===== src/rtl/fp_ctrl_pkg.sv =====
// rtl/fp_ctrl_pkg.sv - shared definitions for the floating-point strobe interface
// Holds the responder state encoding and the default widths and timing that both
// the strobe generator and the responder are built with, so both ends agree.
package fp_ctrl_pkg;

  localparam int DATA_W_DEF     = 32;  // mul/add result bus width
  localparam int OPS_W_DEF      = 10;  // operation counter width
  localparam int MUL_PERIOD_DEF = 10;  // generator cycles between mul strobes
  localparam int ADD_LAT_DEF    = 10;  // cycles from a mul strobe to its add strobe

  typedef enum logic [1:0] {
    ST_IDLE  = 2'd0,
    ST_RUN   = 2'd1,
    ST_DRAIN = 2'd2,
    ST_DONE  = 2'd3
  } fp_state_e;

endpackage


===== src/rtl/fp_strobe_delay_line.sv =====
// rtl/fp_strobe_delay_line.sv - expectation delay line for add strobes
// A DEPTH-deep 1-bit shift register. A 1 entered with an accepted mul strobe
// appears on tap exactly on the cycle its add strobe is due.
// Ports:
//   clk    in  system clock, rising edge
//   rst_n  in  asynchronous active-low reset
//   strobe in  accepted mul strobe
//   tap    out add strobe expected this cycle
module fp_strobe_delay_line
  import fp_ctrl_pkg::*;
#(
  parameter int DEPTH = ADD_LAT_DEF
) (
  input  logic clk,
  input  logic rst_n,
  input  logic strobe,
  output logic tap
);

  logic [DEPTH-1:0] sr;

  always_ff @(posedge clk or negedge rst_n) begin
    if (!rst_n) begin
      sr <= '0;
    end else begin
      sr[0] <= strobe;
      for (int i = 1; i < DEPTH; i++) begin
        sr[i] <= sr[i-1];
      end
    end
  end

  assign tap = sr[DEPTH-1];

endmodule


===== src/rtl/fp_strobe_responder.sv =====
// rtl/fp_strobe_responder.sv - consumer end of the floating-point strobe interface
// Enables the strobe generator for a job of num_ops operations, captures the
// multiplier and adder results on their strobes, counts issued and retired
// operations and flags any add strobe that does not land ADD_LAT cycles after
// its mul strobe.
// Optional: define FP_STROBE_WATCHDOG_EN to abort a job whose generator stops
// strobing for 2*MUL_PERIOD cycles while in RUN.
// Ports:
//   clk, rst_n                      clock, asynchronous active-low reset
//   start, num_ops                  job request and size, sampled in IDLE
//   ena_mul_fp_clk, ena_add_fp_clk  strobes from the generator
//   mul_result, add_result          results valid on their strobes
//   ena_fft_core                    registered enable to the generator
//   mul_hold                        last accepted mul_result
//   result_valid, result_data       one pulse and captured add_result per retire
//   issued_cnt                      mul strobes accepted this job
//   busy, done                      job in progress / one-cycle end pulse
//   proto_err                       sticky protocol error, cleared by start
module fp_strobe_responder
  import fp_ctrl_pkg::*;
#(
  parameter int DATA_W     = DATA_W_DEF,
  parameter int OPS_W      = OPS_W_DEF,
  parameter int MUL_PERIOD = MUL_PERIOD_DEF,
  parameter int ADD_LAT    = ADD_LAT_DEF
) (
  input  logic              clk,
  input  logic              rst_n,
  input  logic              start,
  input  logic [OPS_W-1:0]  num_ops,
  input  logic              ena_mul_fp_clk,
  input  logic              ena_add_fp_clk,
  input  logic [DATA_W-1:0] mul_result,
  input  logic [DATA_W-1:0] add_result,
  output logic              ena_fft_core,
  output logic [DATA_W-1:0] mul_hold,
  output logic              result_valid,
  output logic [DATA_W-1:0] result_data,
  output logic [OPS_W-1:0]  issued_cnt,
  output logic              busy,
  output logic              done,
  output logic              proto_err
);

  localparam logic [OPS_W-1:0] ONE = OPS_W'(1);

  fp_state_e        state_q, state_d;
  logic [OPS_W-1:0] num_ops_q;
  logic [OPS_W-1:0] retired_cnt;
  logic             tap;
  logic             active, mul_acc, mul_stray, add_match, add_stray, tap_miss;
  logic             retire, accept, err, wd_abort;

  fp_strobe_delay_line #(.DEPTH(ADD_LAT)) u_delay (
    .clk    (clk),
    .rst_n  (rst_n),
    .strobe (mul_acc),
    .tap    (tap)
  );

  always_comb begin
    state_d   = state_q;
    active    = (state_q == ST_RUN) || (state_q == ST_DRAIN);
    mul_acc   = (state_q == ST_RUN) && ena_mul_fp_clk;
    mul_stray = (state_q != ST_RUN) && ena_mul_fp_clk;
    add_match = active && tap && ena_add_fp_clk;
    // Any add strobe that was not expected, in whatever state, is an error.
    add_stray = ena_add_fp_clk && !(active && tap);
    // A missing add strobe still retires its op so the job can terminate.
    tap_miss  = active && tap && !ena_add_fp_clk;
    retire    = add_match || tap_miss;
    accept    = (state_q == ST_IDLE) && start;
    err       = mul_stray || add_stray || tap_miss || wd_abort;

    case (state_q)
      ST_IDLE: begin
        if (start) state_d = (num_ops != '0) ? ST_RUN : ST_DONE;
      end
      ST_RUN: begin
        if (mul_acc && (issued_cnt + ONE == num_ops_q)) state_d = ST_DRAIN;
        else if (wd_abort)                              state_d = ST_DONE;
      end
      ST_DRAIN: begin
        // Leave on the edge of the final retire so done follows it directly.
        if ((retired_cnt == num_ops_q) ||
            (retire && (retired_cnt + ONE == num_ops_q))) state_d = ST_DONE;
      end
      ST_DONE: state_d = ST_IDLE;
      default: state_d = ST_IDLE;
    endcase
  end

`ifdef FP_STROBE_WATCHDOG_EN
  localparam int WD_W = $clog2(2 * MUL_PERIOD + 1);
  logic [WD_W-1:0] wd_q;

  // The restart cycle counts as the first, so the abort edge is the one on
  // which the count would reach 2*MUL_PERIOD.
  always_ff @(posedge clk or negedge rst_n) begin
    if (!rst_n) begin
      wd_q <= '0;
    end else if (accept || mul_acc) begin
      wd_q <= WD_W'(1);
    end else if (state_q == ST_RUN) begin
      wd_q <= wd_q + WD_W'(1);
    end
  end

  assign wd_abort = (state_q == ST_RUN) && !ena_mul_fp_clk &&
                    (wd_q == WD_W'(2 * MUL_PERIOD - 1));
`else
  assign wd_abort = 1'b0;
`endif

  always_ff @(posedge clk or negedge rst_n) begin
    if (!rst_n) begin
      state_q      <= ST_IDLE;
      num_ops_q    <= '0;
      retired_cnt  <= '0;
      issued_cnt   <= '0;
      ena_fft_core <= 1'b0;
      mul_hold     <= '0;
      result_valid <= 1'b0;
      result_data  <= '0;
      busy         <= 1'b0;
      done         <= 1'b0;
      proto_err    <= 1'b0;
    end else begin
      state_q      <= state_d;
      ena_fft_core <= (state_d == ST_RUN);
      busy         <= (state_d == ST_RUN) || (state_d == ST_DRAIN);
      done         <= (state_q == ST_DONE);
      result_valid <= add_match;
      if (add_match) result_data <= add_result;

      if (accept) begin
        num_ops_q   <= num_ops;
        issued_cnt  <= '0;
        retired_cnt <= '0;
      end else begin
        if (mul_acc) begin
          mul_hold   <= mul_result;
          issued_cnt <= issued_cnt + ONE;
        end
        if (retire) retired_cnt <= retired_cnt + ONE;
      end

      // An error seen on the accepting edge survives the clear.
      if (err)         proto_err <= 1'b1;
      else if (accept) proto_err <= 1'b0;
    end
  end

endmodule


===== config.mk =====
export PLATFORM = sky130hd
export DESIGN_NAME = fp_strobe_responder
export DESIGN_NICKNAME = d
export VERILOG_FILES = /design/src/rtl/fp_ctrl_pkg.sv /design/src/rtl/fp_strobe_delay_line.sv /design/src/rtl/fp_strobe_responder.sv
export SDC_FILE = /design/constraint.sdc
export NUM_CORES = 1
export LEC_CHECK = 0
export CAP_MARGIN = 20
export CORE_ASPECT_RATIO = 1.25
export CORE_MARGIN = 2
export CORE_UTILIZATION = 46
export CTS_CLUSTER_DIAMETER = 80
export DETAILED_ROUTE_END_ITERATION = 12
export PLACE_DENSITY = 0.8
export SLEW_MARGIN = 20
export SYNTH_ARGS = -nofsm -noshare
export SYNTH_HDL_FRONTEND = slang
export SYNTH_SLANG_ARGS = --single-unit

===== constraint.sdc =====
create_clock -name clk -period 2.76 [get_ports clk]
set_input_delay 0.276 -clock clk [delete_from_list [all_inputs] [get_ports clk]]
set_output_delay 0.276 -clock clk [all_outputs]
set_load 0.005 [all_outputs]

* Yosys cells after proc, flatten, opt, wreduce, memory -nomap -nowiden
Cells that the tools add are included.
** Cells by class
- $add $sub $neg :: 2
- Eq/ne operators :: 9
- Multiplexer cells :: 11
- Bitwise gates (word level) :: 1
- Reduce and logical (&&, ||, !) cells :: 23
** Operators with widths (count)
- $mux W10 :: 4
- $eq A10 B10 Y1 :: 3
- $add A10 B1 Y10 const B :: 2
- $reduce_bool A10 Y1 :: 1
- $logic_and A1 B1 Y1 :: 9
- $mux W2 :: 4
- $pmux W2 S4 :: 1
- $eq A2 B2 Y1 const B :: 3
- $logic_or A1 B1 Y1 :: 6
- $reduce_bool A2 Y1 :: 3
- $eq A2 B1 Y1 const B :: 2
- $logic_not A1 Y1 :: 2
- $logic_not A2 Y1 :: 1
- $mux W1 :: 2
- $ne A2 B1 Y1 const B :: 1
- $reduce_and A2 Y1 :: 1
- $not A1 Y1 :: 1
** Word-level totals
- Register bits :: 111
- Input port bits :: 79
- Output and inout bits :: 79
- Word-level logic and storage cells :: 58

* Depth between registers and ports, before layout
Gate-level depths: netlist of the first run.
- Word-level depth :: 11
- Gate-level depth with buffers :: 10
- Depth with buffers taken out :: 10

* By module
Synthesis of the first run repeated with hierarchy kept, for this count alone.
** Unflattened totals
- Cell total of the unflattened synthesis :: 405
- Area total of the unflattened synthesis :: 4889.7 µm²
** By module, submodules not included
- fp_strobe_responder :: times used 1, cells each 395, area an instance 4639.4 µm², sequential area each 2527.4 µm²
- fp_strobe_delay_line :: times used 1, cells each 10, area an instance 250.2 µm², sequential area each 250.2 µm²

* Worst setup path before layout of the first run
Ideal clock, no wire load.
- Path kind :: reg-to-reg
- Start :: reg state_q[1]
- End :: reg busy
- Setup time :: 0.063 ns
- Arrival time :: 2.194 ns
- Required time :: 2.697 ns
- Path slack :: 0.503 ns
- Stages on the path, launching flop included :: 10
- Path buffers :: 0
- Period minus slack after synthesis :: 2.257 ns
- Path through :: dfrtp_1 -> inv_1 -> ha_1 -> nand2_1 -> or4_1 -> nor4b_1 -> nand4_1 -> o211ai_1 -> ha_1 -> inv_1
** On the way
- Word-level cells in the longest chain between the ends :: 11
- Elaborated cells on any way between the ends :: 20
- Those cells by class :: eq/ne: 5; mux: 4; reduce/logical: 11
** RTL lines
- start: declaration :: line fp_strobe_responder.sv:47 : fp_state_e state_q, state_d;
- start signal: assignment :: line fp_strobe_responder.sv:129 : state_q <= state_d;
- $eq A2 B1 Y1 / $eq A2 B2 Y1 (equally long branches) :: line fp_strobe_responder.sv:63, fp_strobe_responder.sv:64, fp_strobe_responder.sv:75
- $logic_or A1 B1 Y1 :: line fp_strobe_responder.sv:63 : active = (state_q == ST_RUN) || (state_q == ST_DRAIN);
- $logic_and A1 B1 Y1 :: line fp_strobe_responder.sv:66, fp_strobe_responder.sv:70
- $logic_and A1 B1 Y1, on equally long branches :: line fp_strobe_responder.sv:66, fp_strobe_responder.sv:70
- $logic_or A1 B1 Y1 :: line fp_strobe_responder.sv:71 : retire = add_match || tap_miss;
- $logic_and A1 B1 Y1 :: line fp_strobe_responder.sv:86 : (retire && (retired_cnt + ONE == num_ops_q))) state_d = ST_DONE;
- $logic_or A1 B1 Y1 :: line fp_strobe_responder.sv:85 : if ((retired_cnt == num_ops_q) ||
- $mux W2 :: line fp_strobe_responder.sv:85
- $pmux W2 S4 * :: line fp_strobe_responder.sv:75 : case (state_q)
- named net state_d[0] :: line fp_strobe_responder.sv:47
- $eq A2 B1 Y1 / $eq A2 B2 Y1 (equally long branches) :: line fp_strobe_responder.sv:131 : busy <= (state_d == ST_RUN) || (state_d == ST_DRAIN);
- $logic_or A1 B1 Y1 * :: line fp_strobe_responder.sv:131
- end signal: assignment :: line fp_strobe_responder.sv:131
- end: declaration :: line fp_strobe_responder.sv:40 : output logic busy,
Mark *: on every way through the listed nets, which the timed path passes. The rest lies on a longest branch.
A chain may end at the register's enable or synchronous reset.

* Worst setup path after layout of the first run
- Start :: reg state_q[0]
- End :: reg busy
The elaborated chain is that of the path after synthesis.

==> results of run 1 <==
-- layout by cell type (no fill, tap or decap), types with 2 or more instances in the layout --
master | synthesis | layout
a21oi_1 | 9 | 9
nand2_1 | 48 | 48
nor3b_1 | 2 | 2
nor4b_1 | 2 | 2
inv_1 | 6 | 6
dfrtp_1 | 111 | 111
clkinvlp_4 | 0 | 3
o211ai_1 | 2 | 2
nand3_1 | 15 | 15
nor2b_1 | 3 | 3
nor4_1 | 5 | 5
and3_1 | 2 | 2
xor2_1 | 23 | 23
or3_1 | 5 | 5
nor3_1 | 3 | 3
mux2_2 | 65 | 65
or2_2 | 2 | 2
and4_1 | 2 | 2
nor2_1 | 25 | 24
xnor2_1 | 21 | 21
clkbuf_16 | 0 | 9
buf_4 | 1 | 6
ha_1 | 8 | 8
o21ai_0 | 8 | 8
nand4_1 | 6 | 6
clkdlybuf4s50_1 | 0 | 156
-- report_power, final --
part	internal, mW	switching (mW)	total [mW]
sequential	2.28	0.454	2.73
combinational	1.75	1.05	2.81
clock	0.614	0.586	1.20
total	4.65	2.09	6.74
-- synth_stat cells (all sizes together), types with 2 or more instances --
library cell | n | area, µm²
dfrtp | 111 | 2780
mux2 | 65 | 732
nand2 | 48 | 180
nor2 | 25 | 93.8
xor2 | 23 | 201
xnor2 | 21 | 184
nand3 | 15 | 75.1
a21oi | 10 | 53.8
clkbuf | 9 | 33.8
ha | 8 | 100
o21ai | 8 | 40.0
buf | 7 | 36.3
inv | 6 | 22.5
nand4 | 6 | 37.5
nor4 | 5 | 31.3
or3 | 5 | 31.3
and4 | 3 | 28.8
nor2b | 3 | 18.8
nor3 | 3 | 15.0
and3 | 2 | 12.5
nor3b | 2 | 15.0
nor4b | 2 | 17.5
o211ai | 2 | 15.0
or2 | 2 | 12.5
-- flip-flops by register name (all words and copies together) (netlist names) --
| signal | count |
|---|---|
| issued_cnt | 10 |
| state_q | 2 |
| busy | 1 |
| proto_err | 1 |
| result_valid | 1 |
| result_data | 32 |
| num_ops_q | 10 |
| done | 1 |
| retired_cnt | 10 |
| ena_fft_core | 1 |
| u_delay.sr | 10 |
| mul_hold | 32 |
-- routing by layer --
| metal | GRT usage | vias up | wire length (µm) | share of wire |
|---|---|---|---|---|
| met5 | 0 | - | 0 | 0 |
| met4 | 0.0634 | 0 | 201 | 0.017 |
| met3 | 0.0936 | 16 | 1060 | 0.090 |
| met2 | 0.376 | 128 | 6240 | 0.53 |
| met1 | 0.243 | 1835 | 4310 | 0.36 |
| li1 | - | 1706 | - | - |
-- repair_timing --
action | CTS | global route
resized for setup | 0 | 0
hold buffers | 1 | 0
hold endpoints to repair | 26 | 0
-- worst max path at each step --
stage / start / endpoint / cells past startpoint
floorplan: state_q[1] / busy / 9
global placement: state_q[0] / busy / 9
detailed placement: state_q[0] / busy / 9
CTS: state_q[1] / busy / 9
global route: state_q[0] / busy / 9
finish: state_q[0] / busy / 9
-- logic make-up after synthesis --
logic type,Yosys count
XOR/XNOR,44
buffers and inverters,23
AND/OR/NAND/NOR,126
flip-flops,111
adder cells (fa/ha/maj),8
multiplexers,66
AO/OA/AOI/OAI,27
-- cell type report --
cell class / count / area (µm²) / share of cell area
Clock buffer: 9 / 225 / 0.0327
Clock inverter: 6 / 47.5 / 0.00689
Inverter: 7 / 26.3 / 0.00381
Multi-Input combinational cell: 271 / 2020 / 0.293
Sequential cell: 111 / 2780 / 0.403
Tap cell: 132 / 165 / 0.0239
Timing Repair Buffer: 164 / 1640 / 0.237
==> flow_metrics.py, run 1 <==
metrics = {
    "sta": {
        "finalHoldViolations": 0,
        "whs_ps": 347,
        "rsz0062_at_grt": "false",
        "setup-tns-final_ps": 0,
        "clock_skew_ps": 4.56,
        "slew_viol_final": 0,
        "slew_headroom": 0.697,
        "finalSetupViolations": 0,
        "fin_ws_ps": 261,
        "tightestPinTransition_ps": 454,
        "min_period_ps": 2500,
        "fmax_mhz": 400,
        "post-route-period-util": 0.905,
    },
    "finish": {
        "fin_cells": 700,
        "nets": 651,
        "postLayoutCellArea_mm2": 0.00690,
        "antenna_cells": 0,
        "final_core_utilization": 0.659,
        "nFillCells": 795,
        "drive_above_1_share": 0.165,
        "area_delta_synth_final_pct": 41.0,
    },
    "place": {
        "place_hpwl_mm": 8.88,
        "gp_congestion": 0.920,
        "io_buffers": 157,
        "placed_area_mm2": 0.00661,
        "post-place-ws_ps": 331,
        "dp.cells": 684,
    },
    "global_route": {
        "grt_pass1_vias": 3893,
        "antenna_found_initial": 0,
        "grt_pass1_wl_mm": 19.3,
        "grt_max_degree": 86,
        "gr-total-overflow": 0,
        "grt.total_usage": 0.219,
    },
    "critical_path": {
        "criticalPathCategory": "flop to flop",
        "crit_family": "simple AND/OR/NAND/NOR gates",
        "r2r_cells": 9,
        "path_buf_inv": 2,
        "crit_chain": "inv_1 > ha_1 > nand2_1 > or4_1 > nor4b_1 > nand4_1 > o211ai_1 > ha_1 > inv_1",
        "r2r_end": "busy",
        "startpoint_type": "flop",
        "critical_path.max_stage_delay_ps": 560,
        "regToRegSetupSlack_ps": 260,
        "crit_fanout": 7,
        "rr_startpoint": "state_q[0]",
        "required_ps": 3050,
        "critPathCaptureType": "flop",
        "critPathSlowestCell": "or4_1",
        "worstPathArrival_ps": 2790,
    },
    "die": {
        "die-area_mm2": 0.0115,
        "initial_utilization": 0.468,
        "ios": 158,
        "die_w_um": 96.2,
        "die_h_um": 119,
        "num_rows": 42,
        "core-area_mm2": 0.0105,
    },
    "yosys": {
        "netlist_instances": 405,
        "synth-xor-area-share": 0.0788,
        "synth_ff_type": "dfrtp_1",
        "synth_top_family_by_area": "multiplexers",
        "yosysUniqueCellTypes": 42,
        "synth_mux_area_frac": 0.152,
        "ys_ff_latch": 111,
        "synth_edf_count": 0,
        "synthArstFlopShare": 1.00,
        "synth_compound_area_frac": 0.0366,
        "syn_nets": 492,
        "synth-seq-area-share": 0.568,
        "synthAdderAreaFrac": 0.0205,
        "syn_area_mm2": 0.00489,
        "yosys.area_share.simple": 0.125,
        "yosys_warnings": 0,
        "synth_area_per_cell_um2": 12.1,
    },
    "clock_network": {
        "path_clk_slew_ps": 70,
        "cts_htree_levels": 3,
        "cts_max_path_buffers": 2,
        "clock-root-buffer": "clkbuf_16",
        "cts_buffers": 9,
        "cts.sinks": 111,
        "insertion_delay_ps": 340,
        "cts_tree": "built",
        "post-cts-setup-buffers": 0,
    },
    "min_path": {
        "hold_start": "u_delay.sr[1]",
        "hold_path_depth": 0,
        "hp-class": "flop to flop",
        "min_to": "u_delay.sr[2]",
    },
    "outcome": {
        "status": "complete, no violations",
    },
    "routing": {
        "drc": 0,
        "drtPass1Iterations": 4,
        "first_iter_violations": 126,
        "ant_nets": 0,
        "viasPerCell": 5.26,
        "via_count": 3685,
        "routed_wl_mm": 11.8,
        "wl_per_cell_um": 16.9,
    },
    "power": {
        "total_power_mw": 6.74,
        "p_leak_nw": 2.93,
        "peakVddDrop_mv": 0.608,
        "p_per_area_mw_per_mm2": 977,
    },
    "job": {
        "drv_cap": 0,
    },
}
No activity file was read; power rests on OpenSTA's default activity.
==> run 2: changes to the inputs <==
- ABC_CLOCK_PERIOD_IN_PS: not set -> 2760
- REMOVE_ABC_BUFFERS: not set -> 1
==> run 2 against run 1 <==
Effect of this change: clock skew is 0.76 ps lower; first-iteration DRC count up 50%; non-clock buffer count down 1; register-to-register slack got worse by 30 ps; clock power is 23% higher; maximum frequency decreased by 1.1%; via count is 1.5% lower; routed wire length down 1.0%; sequential power about the same; clock-buffer cell count stayed put; highest routed layer unchanged.
==> flow_metrics.py, run 2 (same netlist as run 1, synthesis figures left out) <==
metrics = {
    "place": {
        "placed_area_mm2": 0.00661,
        "post-place-ws_ps": 201,
        "gp_congestion": 0.899,
        "io_buffers": 157,
        "place_hpwl_mm": 8.56,
    },
    "clock_network": {
        "cts_max_path_buffers": 2,
        "cts.sinks": 111,
        "insertion_delay_ps": 340,
        "post-cts-setup-buffers": 0,
        "path_clk_slew_ps": 70,
        "cts_buffers": 9,
        "clock-root-buffer": "clkbuf_16",
        "cts_tree": "built",
        "cts_htree_levels": 3,
    },
    "die": {
        "core-area_mm2": 0.0105,
        "num_rows": 42,
        "initial_utilization": 0.468,
        "die_w_um": 96.2,
        "ios": 158,
        "die-area_mm2": 0.0115,
        "die_h_um": 119,
    },
    "finish": {
        "final_common_cell": "clkdlybuf4s50_1",
        "largest_registers": "mul_hold: 32 flops, result_data: 32 flops",
        "drive_above_1_share": 0.169,
        "antenna_cells": 0,
        "final_cell_mix": "156 x clkdlybuf4s50_1, 111 x dfrtp_1, 65 x mux2_2",
        "postLayoutCellArea_mm2": 0.00696,
        "nets": 650,
        "area_delta_synth_final_pct": 42.4,
    },
    "routing": {
        "wl_per_cell_um": 16.7,
        "viasPerCell": 5.19,
        "via_count": 3630,
        "routed_wl_mm": 11.7,
        "drtPass1Iterations": 4,
        "first_iter_violations": 189,
        "ant_nets": 0,
        "drc": 0,
    },
    "critical_path": {
        "regToRegSetupSlack_ps": 230,
        "crit_fanout": 7,
        "required_ps": 3040,
        "startpoint_type": "flop",
        "critPathCaptureType": "flop",
        "worstPathArrival_ps": 2810,
        "criticalPathCategory": "flop to flop",
    },
    "sta": {
        "slew_headroom": 0.554,
        "slew_viol_final": 0,
        "post-route-period-util": 0.916,
        "fin_ws_ps": 233,
        "fmax_mhz": 396,
        "min_period_ps": 2530,
        "finalSetupViolations": 0,
        "tightestPinTransition_ps": 669,
        "finalHoldViolations": 0,
        "rsz0062_at_grt": "false",
        "clock_skew_ps": 3.81,
    },
    "power": {
        "p_per_area_mw_per_mm2": 1000,
        "p_leak_nw": 2.97,
        "peakVddDrop_mv": 0.590,
    },
    "global_route": {
        "gr-total-overflow": 0,
        "grt_pass1_vias": 3903,
        "grt_max_degree": 61,
        "antenna_found_initial": 0,
        "grt.total_usage": 0.212,
        "grt_pass1_wl_mm": 18.8,
    },
    "outcome": {
        "status": "complete, no violations",
    },
    "job": {
        "drv_cap": 0,
    },
    "min_path": {
        "hp-class": "flop to flop",
    },
}
==> run 2: cell count changes in the layout (fill, tap and decap cells not counted) <==
cell,change
bufinv_16,+3
clkinvlp_4,-3
inv_6,+2
buf_4,-1
clkinv_2,+1
clkinv_4,-1
ha_1,-1
ha_2,+1
inv_8,-1
nand2_1,-1
nand2_2,+1
==> run 2: final cells by class <==
class | count | area (µm²)
fillers | 808 | 3490
inverters | 7 | 26.3
flip-flops and latches | 111 | 2780
repair buffers | 163 | 1630
clock inverters | 7 | 118
clock buffers | 9 | 225
multi-input cells | 271 | 2020
well taps | 132 | 165
==> run 2: routing by layer <==
metal	global-route usage	vias to the layer above	wire length, µm
met5	0	-	0
met4	0.0875	0	297
met3	0.0595	25	767
met2	0.365	110	6150
met1	0.243	1795	4480
li1	-	1700	-
==> run 2: final timing paths <==
| check | from | endpoint | cells after the start |
|---|---|---|---|
| setup / recovery | state_q[1] | busy | 9 |
| hold / removal | u_delay.sr[1] | u_delay.sr[2] | 0 |
| setup reg to reg | state_q[1] | busy | 9 |
| hold reg to reg | u_delay.sr[1] | u_delay.sr[2] | 0 |
| max in group asynchronous | rst_n | mul_hold[17] | 3 |
| min in group asynchronous | rst_n | num_ops_q[5] | 2 |
==> run 2: per-stage QoR <==
step | cells | hold WS, ps | total power, mW | util | TNS, ps
floorplan | 389 | -19.6 | 3.94 | - | -9770
global placement | 683 | 336 | 5.42 | 0.632 | 0
detailed placement | 683 | 335 | 5.51 | 0.632 | 0
CTS | 700 | 352 | 7.05 | 0.665 | 0
global route | 700 | 353 | 7.39 | 0.666 | 0
finish | 700 | 351 | 6.97 | 0.666 | 0
==> run 2: worst max-delay path, cell delays in order, from the launching register on <==
cell and delay, ps:
dfrtp_1 450, inv_1 130, ha_2 410, nand2_2 110
or4_1 540, nor4b_1 240, nand4_1 140, o211ai_1 140
ha_1 270, inv_1 50
==> run 2: repair_timing <==
| item | in CTS | in global routing |
|---|---|---|
| setup endpoints to repair | 0 | 1 |
| hold buffers | 1 | 0 |
| gates resized for setup | 0 | 2 |
| endpoints found under the hold margin | 47 | 0 |
==> run 2: power by group <==
| part | switching [mW] | internal (mW) |
|---|---|---|
| logic | 1.04 | 1.74 |
| registers | 0.436 | 2.28 |
| clock network | 0.581 | 0.891 |
| total | 2.05 | 4.91 |
==> run 3: changes to the inputs <==
- CELL_PAD_IN_SITES_DETAIL_PLACEMENT: not set -> 0
- CELL_PAD_IN_SITES_GLOBAL_PLACEMENT: not set -> 1
- CORE_UTILIZATION: 46 -> 36
- PLACE_DENSITY: 0.8 -> not set
- PLACE_DENSITY_LB_ADDON: not set -> 0.1
- SLEW_MARGIN: 20 -> not set
==> run 3 against run 2 <==
Effect of this change: critical path depth unchanged; global-route usage fell by 3.4 points; power decreased by 2.2%; routed wire length grew 4.2%; sequential power about the same; critical endpoint unchanged; clock skew grew 1.7 ps; first-iteration DRC count fell by 42%; combinational power barely moved; flip-flop and latch count stayed put; die area up 27%.
==> flow_metrics.py, run 3 (same netlist as run 1, synthesis figures left out) <==
metrics = {
    "sta": {
        "fin_ws_ps": 221,
        "rsz0062_at_grt": "false",
        "finalSetupViolations": 0,
        "finalHoldViolations": 0,
        "clock_skew_ps": 5.52,
        "min_period_ps": 2540,
        "slew_headroom": 0.584,
        "fmax_mhz": 394,
        "post-route-period-util": 0.920,
        "slew_viol_final": 0,
        "tightestPinTransition_ps": 624,
    },
    "power": {
        "p_sw_frac": 0.304,
        "seqPwrFrac": 0.400,
        "intPower_mw": 4.74,
        "p_switching_mw": 2.07,
        "clkPwrFrac": 0.192,
        "power_frac_comb": 0.409,
        "p_per_area_mw_per_mm2": 977,
        "p_leak_nw": 2.97,
        "peakVddDrop_mv": 0.505,
    },
    "routing": {
        "drtPass1Iterations": 4,
        "wl_met2_mm": 5.91,
        "wl_per_cell_um": 16.4,
        "drc": 0,
        "top_layer": "met4",
        "ant_nets": 0,
        "routed_wl_mm": 12.2,
        "via_count": 3583,
        "first_iter_violations": 109,
        "wl_met1_mm": 5.08,
        "viasPerCell": 4.82,
        "routed-wl-met3_um": 988,
    },
    "die": {
        "num_rows": 47,
        "die_w_um": 108,
        "ios": 158,
        "die-area_mm2": 0.0145,
        "die_h_um": 134,
        "initial_utilization": 0.370,
        "core-area_mm2": 0.0132,
    },
    "global_route": {
        "grt_pass1_wl_mm": 20.0,
        "antenna_found_initial": 0,
        "grt_pass1_vias": 3880,
        "gr-total-overflow": 0,
        "grt.total_usage": 0.178,
        "grt_max_degree": 50,
    },
    "place": {
        "gp_congestion": 0.805,
        "io_buffers": 157,
        "place_hpwl_mm": 9.02,
        "post-place-ws_ps": 218,
    },
    "critical_path": {
        "startpoint_type": "flop",
        "crit_fanout": 7,
        "regToRegSetupSlack_ps": 220,
        "rr_startpoint": "issued_cnt[0]",
        "r2r_cells": 9,
        "criticalPathCategory": "flop to flop",
        "critPathCaptureType": "flop",
        "worstPathArrival_ps": 2790,
        "r2r_end": "busy",
        "required_ps": 3010,
    },
    "finish": {
        "area_delta_synth_final_pct": 42.8,
        "final_cell_mix": "156 x clkdlybuf4s50_1, 111 x dfrtp_1, 65 x mux2_2",
        "nets": 654,
        "drive_above_1_share": 0.170,
        "final_common_cell": "clkdlybuf4s50_1",
        "nFillCells": 1200,
        "multi_input_comb_area_mm2": 0.00202,
        "largest_registers": "mul_hold: 32 flops, result_data: 32 flops",
        "final_core_utilization": 0.528,
        "antenna_cells": 0,
        "seqCellArea_mm2": 0.00278,
    },
    "clock_network": {
        "cts.sinks": 111,
        "path_clk_slew_ps": 70,
        "cts_htree_levels": 3,
        "insertion_delay_ps": 350,
        "cts_max_path_buffers": 2,
        "cts_tree": "built",
        "cts_buffers": 9,
        "clock-root-buffer": "clkbuf_16",
        "post-cts-setup-buffers": 0,
    },
    "min_path": {
        "hp-class": "flop to flop",
        "hold_path_depth": 0,
        "hold_start": "u_delay.sr[7]",
        "min_to": "u_delay.sr[8]",
    },
    "outcome": {
        "status": "complete, no violations",
    },
    "job": {
        "drv_cap": 0,
    },
}
run 3: metal layers:
| layer | track usage | vias up |
|---|---|---|
| met4 | 0.0670 | 0 |
| met2 | 0.294 | 103 |
| met5 | 0 | - |
| met1 | 0.209 | 1753 |
| met3 | 0.0680 | 14 |
| li1 | - | 1713 |
run 3: cell type report:
cell class / instances / area share
Clock inverter: 6 / 0.0100
Multi-Input combinational cell: 271 / 0.289
Inverter: 7 / 0.00376
Sequential cell: 111 / 0.398
Tap cell: 171 / 0.0306
Timing Repair Buffer: 167 / 0.236
Clock buffer: 10 / 0.0328
run 3: repair_timing:
item | CTS | global route
hold buffers | 1 | 0
endpoints found under the hold margin | 46 | 0
resized for setup | 0 | 0
run 3: power groups by stage:
stage	Clock, mW	Combinational (mW)	Sequential, mW
3_3_place_gp	0	2.80	2.73
3_5_place_dp	0	2.82	2.75
6_report	1.31	2.79	2.72
4_1_cts	1.37	2.84	2.74
5_1_grt	1.42	3.05	2.82
2_1_floorplan	0	1.23	2.71
run 3: worst max-delay path: stages (launching register included):
cell and delay (ps):
dfrtp_1 480, ha_1 280, and4_4 270, nand2_1 60, nor4_1 350, a31oi_2 70, nor4_1 390, o211ai_1 190
ha_1 310, inv_1 40
run 3: how the worst max path moves through the flow:
stage | endpoint | startpoint | cells after the start | slack, ps
after floorplan | mul_hold[0] | state_q[0] | 5 | -310
after global placement | busy | issued_cnt[0] | 9 | 300
after detailed placement | busy | issued_cnt[0] | 9 | 220
after CTS | busy | issued_cnt[0] | 9 | 190
after global routing | busy | state_q[0] | 9 | 60
final | busy | issued_cnt[0] | 9 | 220
run 3: through the flow:
stage          TNS (ps)  instance area, µm²  hold WS, ps  power [mW]  std cells
6_report              0                6980          348        6.82        743
5_1_grt               0                6980          358        7.30        743
4_1_cts               0                6980          354        6.95        743
3_5_place_dp          0                6670          335        5.57        726
3_3_place_gp          0                6670          337        5.52        726
2_1_floorplan     -9770                4820        -19.6        3.94        389
